<file path="src/rtl/flash_boot_loader.sv">
// Boot loader: accepts a length-prefixed, checksummed word frame from a host and
// programs it into FLASH, holding the CPU until a frame verifies cleanly.
module flash_boot_loader #(
  parameter int DATA_W    = 16,
  parameter int MAX_WORDS = 256,
  parameter int TIMEOUT   = 1024
) (
  input  logic              i_clk,
  input  logic              i_rst_n,
  input  logic              i_start,
  input  logic [DATA_W-1:0] i_host_data,
  input  logic              i_host_valid,
  output logic              o_host_ready,
  output logic [DATA_W-1:0] o_flash_addr,
  output logic [DATA_W-1:0] o_flash_in,
  output logic              o_flash_wr,
  output logic              o_cpu_run,
  output logic              o_busy,
  output logic              o_done,
  output logic              o_error,
  output logic [1:0]        o_err_code
);

  localparam int IDX_W = (MAX_WORDS > 1) ? $clog2(MAX_WORDS) : 1;
  localparam int CNT_W = (TIMEOUT > 0) ? $clog2(TIMEOUT + 1) : 1;
  localparam logic [DATA_W:0] LEN_MAX = (DATA_W+1)'(MAX_WORDS);

  typedef enum logic [2:0] {
    ST_IDLE, ST_HDR, ST_LOAD, ST_CHK, ST_DONE, ST_ERR
  } state_t;

  state_t            r_state;
  logic [IDX_W-1:0]  r_idx;
  logic [IDX_W-1:0]  r_last;
  logic [DATA_W-1:0] r_csum;
  logic [CNT_W-1:0]  r_to_cnt;
  logic              r_host_ready;
  logic [DATA_W-1:0] r_flash_addr;
  logic [DATA_W-1:0] r_flash_in;
  logic              r_flash_wr;
  logic              r_cpu_run;
  logic              r_busy;
  logic              r_done;
  logic              r_error;
  logic [1:0]        r_err_code;

  logic       w_accept;
  logic       w_in_busy;
  logic       w_len_ok;
  logic       w_timeout;
  logic       w_err_set;
  logic [1:0] w_err_val;

  assign w_accept  = i_host_valid && r_host_ready;
  assign w_in_busy = (r_state == ST_HDR) || (r_state == ST_LOAD) || (r_state == ST_CHK);
  assign w_len_ok  = (i_host_data != '0) && ({1'b0, i_host_data} <= LEN_MAX);
  // An accept on the expiry edge takes priority over the abort.
  assign w_timeout = (TIMEOUT != 0) && w_in_busy && !w_accept &&
                     (r_to_cnt == CNT_W'(TIMEOUT - 1));

  always_comb begin
    w_err_set = 1'b0;
    w_err_val = 2'd0;
    if (r_state == ST_HDR && w_accept && !w_len_ok) begin
      w_err_set = 1'b1;
      w_err_val = 2'd1;
    end else if (r_state == ST_CHK && w_accept && (i_host_data != r_csum)) begin
      w_err_set = 1'b1;
      w_err_val = 2'd2;
    end else if (w_timeout) begin
      w_err_set = 1'b1;
      w_err_val = 2'd3;
    end
  end

  always_ff @(posedge i_clk or negedge i_rst_n) begin
    if (!i_rst_n) begin
      r_state      <= ST_IDLE;
      r_idx        <= '0;
      r_last       <= '0;
      r_csum       <= '0;
      r_to_cnt     <= '0;
      r_host_ready <= 1'b0;
      r_flash_addr <= '0;
      r_flash_in   <= '0;
      r_flash_wr   <= 1'b0;
      r_cpu_run    <= 1'b0;
      r_busy       <= 1'b0;
      r_done       <= 1'b0;
      r_error      <= 1'b0;
      r_err_code   <= 2'd0;
    end else begin
      r_flash_wr <= 1'b0;

      if (w_in_busy) begin
        if (w_accept) r_to_cnt <= '0;
        else          r_to_cnt <= r_to_cnt + 1'b1;
      end

      case (r_state)
        ST_IDLE, ST_DONE, ST_ERR: begin
          if (i_start) begin
            r_state      <= ST_HDR;
            r_host_ready <= 1'b1;
            r_busy       <= 1'b1;
            r_done       <= 1'b0;
            r_error      <= 1'b0;
            r_err_code   <= 2'd0;
            r_cpu_run    <= 1'b0;
            r_to_cnt     <= '0;
          end
        end
        ST_HDR: begin
          if (w_accept && w_len_ok) begin
            r_state <= ST_LOAD;
            r_idx   <= '0;
            r_csum  <= '0;
            r_last  <= IDX_W'(i_host_data - 1'b1);
          end
        end
        ST_LOAD: begin
          if (w_accept) begin
            r_flash_wr   <= 1'b1;
            r_flash_addr <= DATA_W'(r_idx);
            r_flash_in   <= i_host_data;
            r_idx        <= r_idx + 1'b1;
            r_csum       <= r_csum + i_host_data;
            if (r_idx == r_last) r_state <= ST_CHK;
          end
        end
        ST_CHK: begin
          if (w_accept && (i_host_data == r_csum)) begin
            r_state      <= ST_DONE;
            r_host_ready <= 1'b0;
            r_busy       <= 1'b0;
            r_done       <= 1'b1;
            r_cpu_run    <= 1'b1;
          end
        end
        default: r_state <= ST_IDLE;
      endcase

      // Any failure overrides the normal transition chosen above.
      if (w_err_set) begin
        r_state      <= ST_ERR;
        r_host_ready <= 1'b0;
        r_busy       <= 1'b0;
        r_done       <= 1'b0;
        r_cpu_run    <= 1'b0;
        r_error      <= 1'b1;
        r_err_code   <= w_err_val;
      end
    end
  end

  assign o_host_ready = r_host_ready;
  assign o_flash_addr = r_flash_addr;
  assign o_flash_in   = r_flash_in;
  assign o_flash_wr   = r_flash_wr;
  assign o_cpu_run    = r_cpu_run;
  assign o_busy       = r_busy;
  assign o_done       = r_done;
  assign o_error      = r_error;
  assign o_err_code   = r_err_code;

endmodule

</file>
<file path="config.mk">
export PLATFORM = sky130hd
export DESIGN_NAME = flash_boot_loader
export DESIGN_NICKNAME = d
export VERILOG_FILES = /design/src/rtl/flash_boot_loader.sv
export SDC_FILE = /design/constraint.sdc
export NUM_CORES = 1
export LEC_CHECK = 0
export BUFFER_PORTS_ARGS = -buffer_cell sky130_fd_sc_hd__buf_2
export CAP_MARGIN = 20
export CORE_ASPECT_RATIO = 1.4
export CORE_MARGIN = 3
export CORE_UTILIZATION = 30
export DETAILED_ROUTE_END_ITERATION = 8
export GPL_TIMING_DRIVEN = 0
export SKIP_LAST_GASP = 1
export SLEW_MARGIN = 15
export SYNTH_ARGS = -nofsm -noshare
export SYNTH_HDL_FRONTEND = slang
export SYNTH_SLANG_ARGS = --single-unit
</file>
<file path="constraint.sdc">
create_clock -name i_clk -period 3.4 [get_ports i_clk]
set_input_delay 0.51 -clock i_clk [delete_from_list [all_inputs] [get_ports i_clk]]
set_output_delay 0.51 -clock i_clk [all_outputs]
set_load 0.005 [all_outputs]
</file>
# --- Word level (Yosys, flattened, before mapping) ---
# Index checks and enable logic that the tools add are counted.
word_totals:
  regBits: 76
  inputBits: 20
  out_inout_bits: 40
  word_cells: 98
op_classes:
  addsub: 4
  n_lt_le_gt_ge: 1
  eq_ne: 16
  mux: 38
  n_reduce_logical: 27
ops:
  columns: ["cell", "count"]
  rows:
  - ["$mux W11", 4]
  - ["$mux W16", 2]
  - ["$pmux W16 S2", 1]
  - ["$mux W3", 6]
  - ["$add A16 B16 Y16", 1]
  - ["$eq A16 B16 Y1", 1]
  - ["$le A16 B9 Y1 const B", 1]
  - ["$mux W8", 2]
  - ["$ne A16 B16 Y1", 1]
  - ["$pmux W8 S2", 1]
  - ["$reduce_bool A16 Y1", 1]
  - ["$mux W1", 13]
  - ["$mux W2", 6]
  - ["$pmux W3 S4", 1]
  - ["$add A11 B1 Y11 const B", 1]
  - ["$eq A11 B10 Y1 const B", 1]
  - ["$logic_and A1 B1 Y1", 10]
  - ["$ne A3 B2 Y1 const B", 3]
  - ["$add A8 B1 Y8 const B", 1]
  - ["$eq A8 B8 Y1", 1]
  - ["$sub A8 B1 Y8 const B", 1]
  - ["$eq A3 B2 Y1 const B", 2]
  - ["$eq A3 B3 Y1 const B", 2]
  - ["$ne A3 B3 Y1 const B", 2]
  - ["13 further kinds", 21]

# --- Logic depth before layout (Yosys ltp) ---
logic_depth:
  word_depth: 10
  mapped_depth: 9

# --- Worst setup path after synthesis ---
# No wires, ideal clock.
synth_timing:
  kind: "input -> register"
  from: "input port i_host_data[0]"
  to: "register r_csum[14]"
  arrival_ps: 2342
  path_slack_ps: 920
  cell_stages: 8
  path_cell_list: "ha_1 -> fa_1 -> a211oi_1 -> o21ai_0 -> a31o_2 -> a311oi_1 -> xor2_1 -> o22ai_1"
synth_between:
  elab_chain_len: 5
synth_lines:
  columns: ["item", "line_no", "rtl"]
  rows:
  - ["from (decl)", "11", "input logic [DATA_W-1:0] i_host_data,"]
  - ["$le A16 B9 Y1 or $reduce_bool A16 Y1 (tied branches)", "56", "assign w_len_ok = (i_host_data != '0) && ({1'b0, i_host_data} <= LEN_MAX);"]
  - ["$logic_and A1 B1 Y1", "56", null]
  - ["$logic_and A1 B1 Y1", "114", "if (w_accept && w_len_ok) begin"]
  - ["$ne A2 B1 Y1 (no source line)", null, null]
  - ["$reduce_and A3 Y1 (no source line)", null, null]
  - ["to (signal assigned)", "127", "r_csum <= r_csum + i_host_data;"]
  - ["to (decl)", "35", "logic [DATA_W-1:0] r_csum;"]
# Parallel ways exist; a longest one is shown, timed or not. The select of a mux whose other input is x is not followed.
# A chain may end at the register's enable or synchronous reset.

# --- Worst setup path after layout ---
layout_timing:
  from: "register r_csum[0]"
  to: "register r_csum[14]"
layout_between:
  elab_chain_len: 3
layout_lines:
  columns: ["item", "line_no", "rtl"]
  rows:
  - ["$add A16 B16 Y16", "127", null]
  - ["$mux W16", "122", "if (w_accept) begin"]
  - ["$pmux W16 S2", "100", "case (r_state)"]
# Every way passes these cells. The select of a mux whose other input is x is not followed.

==> qor.tcl <==
set qor(grt_setup_unrepaired) {no}
set qor(power.internal_mw) 1.93
set qor(run_status) {finished clean}
set qor(sw_frac_of_total) 0.285
set qor(cp_slowest_stage_delay_ns) 0.44
set qor(routed_wirelength_microns) 11600
set qor(ys_warn_count) 0
set qor(area_occupied_by_multi_input_gates_sq_um) 2330
set qor(floorplan.rows) 51
set qor(power.sequential.fraction) 0.374
set qor(start_util) 0.311
set qor(cts_resized) 0
set qor(num-fill-cells) 1483
set qor(h-tree-depth) 3
set qor(path_buf_inv) 0
set qor(postLayoutCoreUtil) 0.374
set qor(grt_first_pass_wirelength_microns) 18800
set qor(vias_in_the_first_global_route) 3963
set qor(placed_cells) 750
set qor(clockBufferDepth) 2
set qor(power_density_nw_per_um2) 509
set qor(timing.fmax_mhz) 374
set qor(final_net_count) 616
set qor(num_io_pins) 60
set qor(layoutNonFillerInstCount) 766
set qor(dr_pass1_iterations) 4
set qor(total_switching_power_uw) 768
set qor(cp.arrival_ns) 2.86
set qor(cts-buffers-inserted) 9
set qor(grt_antenna_before_repair) 0
set qor(post_synth_xor_area_fraction) 0.0657
set qor(synth_sequential_area_ratio) 0.432
set qor(post_synth_fa_ha_maj_area_fraction) 0.0586
set qor(grt-ovfl-total) 0
set qor(synth_flop_cell) {dfrtp_1}
set qor(synth_seq_cells) 76
set qor(ys_async_sr_fraction) 1.00
set qor(crit_path_max_fanout) 3
set qor(area.growth.synth_to_final_pct) 20.3
set qor(detail-route-antenna-nets) 0
set qor(maximum_number_of_pins_on_one_net_before_global_route_repair) 55
set qor(route.detailed.vias_per_inst) 5.11
set qor(finClkSkew_ns) 0.00558
set qor(vdd_ir_drop_max_uv) 289
set qor(setup_viol) 0
set qor(synth_compound_gate_area_share) 0.175
set qor(layout_common_cells) {119 x nand2_1, 76 x dfrtp_1, 54 x buf_2}
set qor(synth-simple-area-share) 0.223
set qor(layout-drive-gt1-share) 0.155
set qor(buffer_ports.inserted) 51
set qor(dpl.hpwl_microns) 8800
set qor(fp.coreArea_sq_um) 14200
set qor(cap_viol_max_count) 0
set qor(routed_wire_length_per_instance_microns) 15.2
set qor(route.vias.total) 3911
set qor(number_of_cells_produced_by_synthesis) 506
set qor(layout_min_cycle_time_ns) 2.67
set qor(postSynthAreaPerCell_sq_um) 8.70
set qor(worstSkewPairLatency_ns) 0.33
set qor(setup.worst_path.class) {register to register}
set qor(number_of_enable_flip_flop_cells_after_synthesis) 0
set qor(cellLeakagePower_nw) 2.67
set qor(seqCellArea_sq_um) 1900
set qor(dr_iter_0_viols) 190
set qor(p_comb_frac) 0.207
set qor(clkSlewWorstSetupHoldPaths_ns) 0.06
set qor(largest_family_of_logic_cells_by_synthesized_area) {simple AND/OR/NAND/NOR gates}
set qor(grt_usage) 0.147
set qor(final-hold-violation-count) 0
set qor(cts_hold_buf) 0
set qor(drt_drc_violations_left) 0
set qor(syn_area_sq_um) 4400
set qor(max_slew.worst_pin.slew_ns) 0.751
set qor(buffer_cell_driving_the_clock_tree_root) {clkbuf_16}
set qor(cp.required_ns) 3.59
set qor(critical-path-slowest-cell) {fa_1}
set qor(post-route-period-util) 0.786
set qor(final_max_slew_viol_count) 0
set qor(tritoncts_num_sinks) 76
set qor(die-height_microns) 149
set qor(chipWidth_microns) 108
set qor(max-slew-margin-rel) 0.493
set qor(crit_chain) {ha_1, fa_1, a211oi_1, o21ai_0, a31o_2, a311oi_1, xor2_1, o22ai_1}
set qor(cpLargestDelayFamily) {compound AO/OA/AOI/OAI gates}
set qor(clock_power_share) 0.419
set qor(end_kind) {register}
set qor(die_area_sq_um) 16200
set qor(total_negative_setup_slacks_ns) 0
set qor(yosys-mux-area-fraction) 0
set qor(place_congestion) 0.881
set qor(cts_tree) {built}
set qor(start_kind) {register}
set qor(min_path_type) {primary input to async pin}
set qor(diodes) 0
set qor(cts_setup_buffers) 0
set qor(yosysUniqueCellTypes) 53
set qor(mostFrequentLayoutCell) {nand2_1}
## synth_stat cells (4+ instances only)
master / count / area [sq um]
o21ai_0: 41 / 205
nor4_1: 9 / 56.3
a31oi_1: 5 / 31.3
and3_1: 9 / 56.3
clkbuf_1: 17 / 63.8
a211o_1: 6 / 52.6
nor2_1: 26 / 97.6
a21o_1: 7 / 52.6
nor3b_1: 5 / 37.5
nand2_1: 119 / 447
nand3_1: 8 / 40.0
xnor2_1: 11 / 96.3
dfrtp_1: 76 / 1900
a211oi_1: 5 / 37.5
a21oi_1: 25 / 125
xor2_1: 22 / 193
o22ai_1: 7 / 43.8
nand4_1: 6 / 37.5
buf_4: 10 / 75.1
nor3_1: 13 / 65.1
ha_1: 19 / 238
inv_1: 6 / 22.5
buf_2: 4 / 20.0
## layer usage
| layer | track usage | wire length, microns | vias to the layer above |
|---|---|---|---|
| li1 | - | - | 1893 |
| met1 | 0.163 | 4700 | 1921 |
| met2 | 0.271 | 6230 | 76 |
| met3 | 0.0256 | 358 | 21 |
| met4 | 0.0613 | 323 | 0 |
| met5 | 0 | 0 | - |
## area by class of cell
type | count | share of cell area
clock buffers | 12 | 0.0484
multi-input cells | 398 | 0.440
clock inverters | 4 | 0.0180
repair buffers | 52 | 0.0539
inverters | 6 | 0.00425
flip-flops and latches | 76 | 0.359
plain buffers | 33 | 0.0328
well taps | 185 | 0.0437
## path summary, 6_finish.rpt
| path | cells after the start | slack, ns | end | from |
|---|---|---|---|---|
| setup reg to reg | 8 | 0.73 | r_csum[14] | r_csum[0] |
| min in group i_clk | 3 | 0.43 | o_flash_in[11] | i_host_data[11] |
| setup / recovery | 8 | 0.73 | r_csum[14] | r_csum[0] |
| hold reg to reg | 2 | 0.47 | o_flash_addr[3] | o_flash_addr[3] |
| max in group asynchronous | 2 | 2.76 | r_last[5] | i_rst_n |
| hold / removal | 1 | 0.08 | r_to_cnt[3] | i_rst_n |
## sequential cells by signal, indices dropped and copies added (netlist names)
register / count
r_state: 3
o_err_code: 2
o_flash_addr: 8
r_idx: 8
r_csum: 16
o_error: 1
r_last: 8
o_flash_wr: 1
o_flash_in: 16
o_done: 1
r_to_cnt: 11
o_busy: 1
## cell families after synthesis
kind of cell    after synthesis
buf+inv                      39
simple gates                216
flops                        76
other cells                   1
fa+ha+maj                    20
compound gates              121
xor+xnor                     33
## power by group through the flow
| stage | clock network (mW) | registers, mW | logic, mW |
|---|---|---|---|
| floorplan | 0 | 1.01 | 0.375 |
| global placement | 0 | 1.02 | 0.529 |
| detailed placement | 0 | 1.02 | 0.553 |
| CTS | 1.16 | 1.01 | 0.556 |
| global route | 1.19 | 1.01 | 0.618 |
| finish | 1.13 | 1.01 | 0.558 |
## metrics by stage
| stage | cell area [sq um] | power, mW | hold slack [ns] | worst slack [ns] |
|---|---|---|---|---|
| floorplan | 4430 | 1.39 | 0.214 | 0.920 |
| global route | 5300 | 2.82 | 0.0946 | 0.501 |
| CTS | 5300 | 2.72 | 0.0817 | 0.764 |
| detailed placement | 4940 | 1.57 | 0.438 | 0.420 |
| global placement | 4910 | 1.55 | 0.456 | 0.443 |
| finish | 5300 | 2.69 | 0.0781 | 0.729 |
Power figures use the tool's default switching activity.
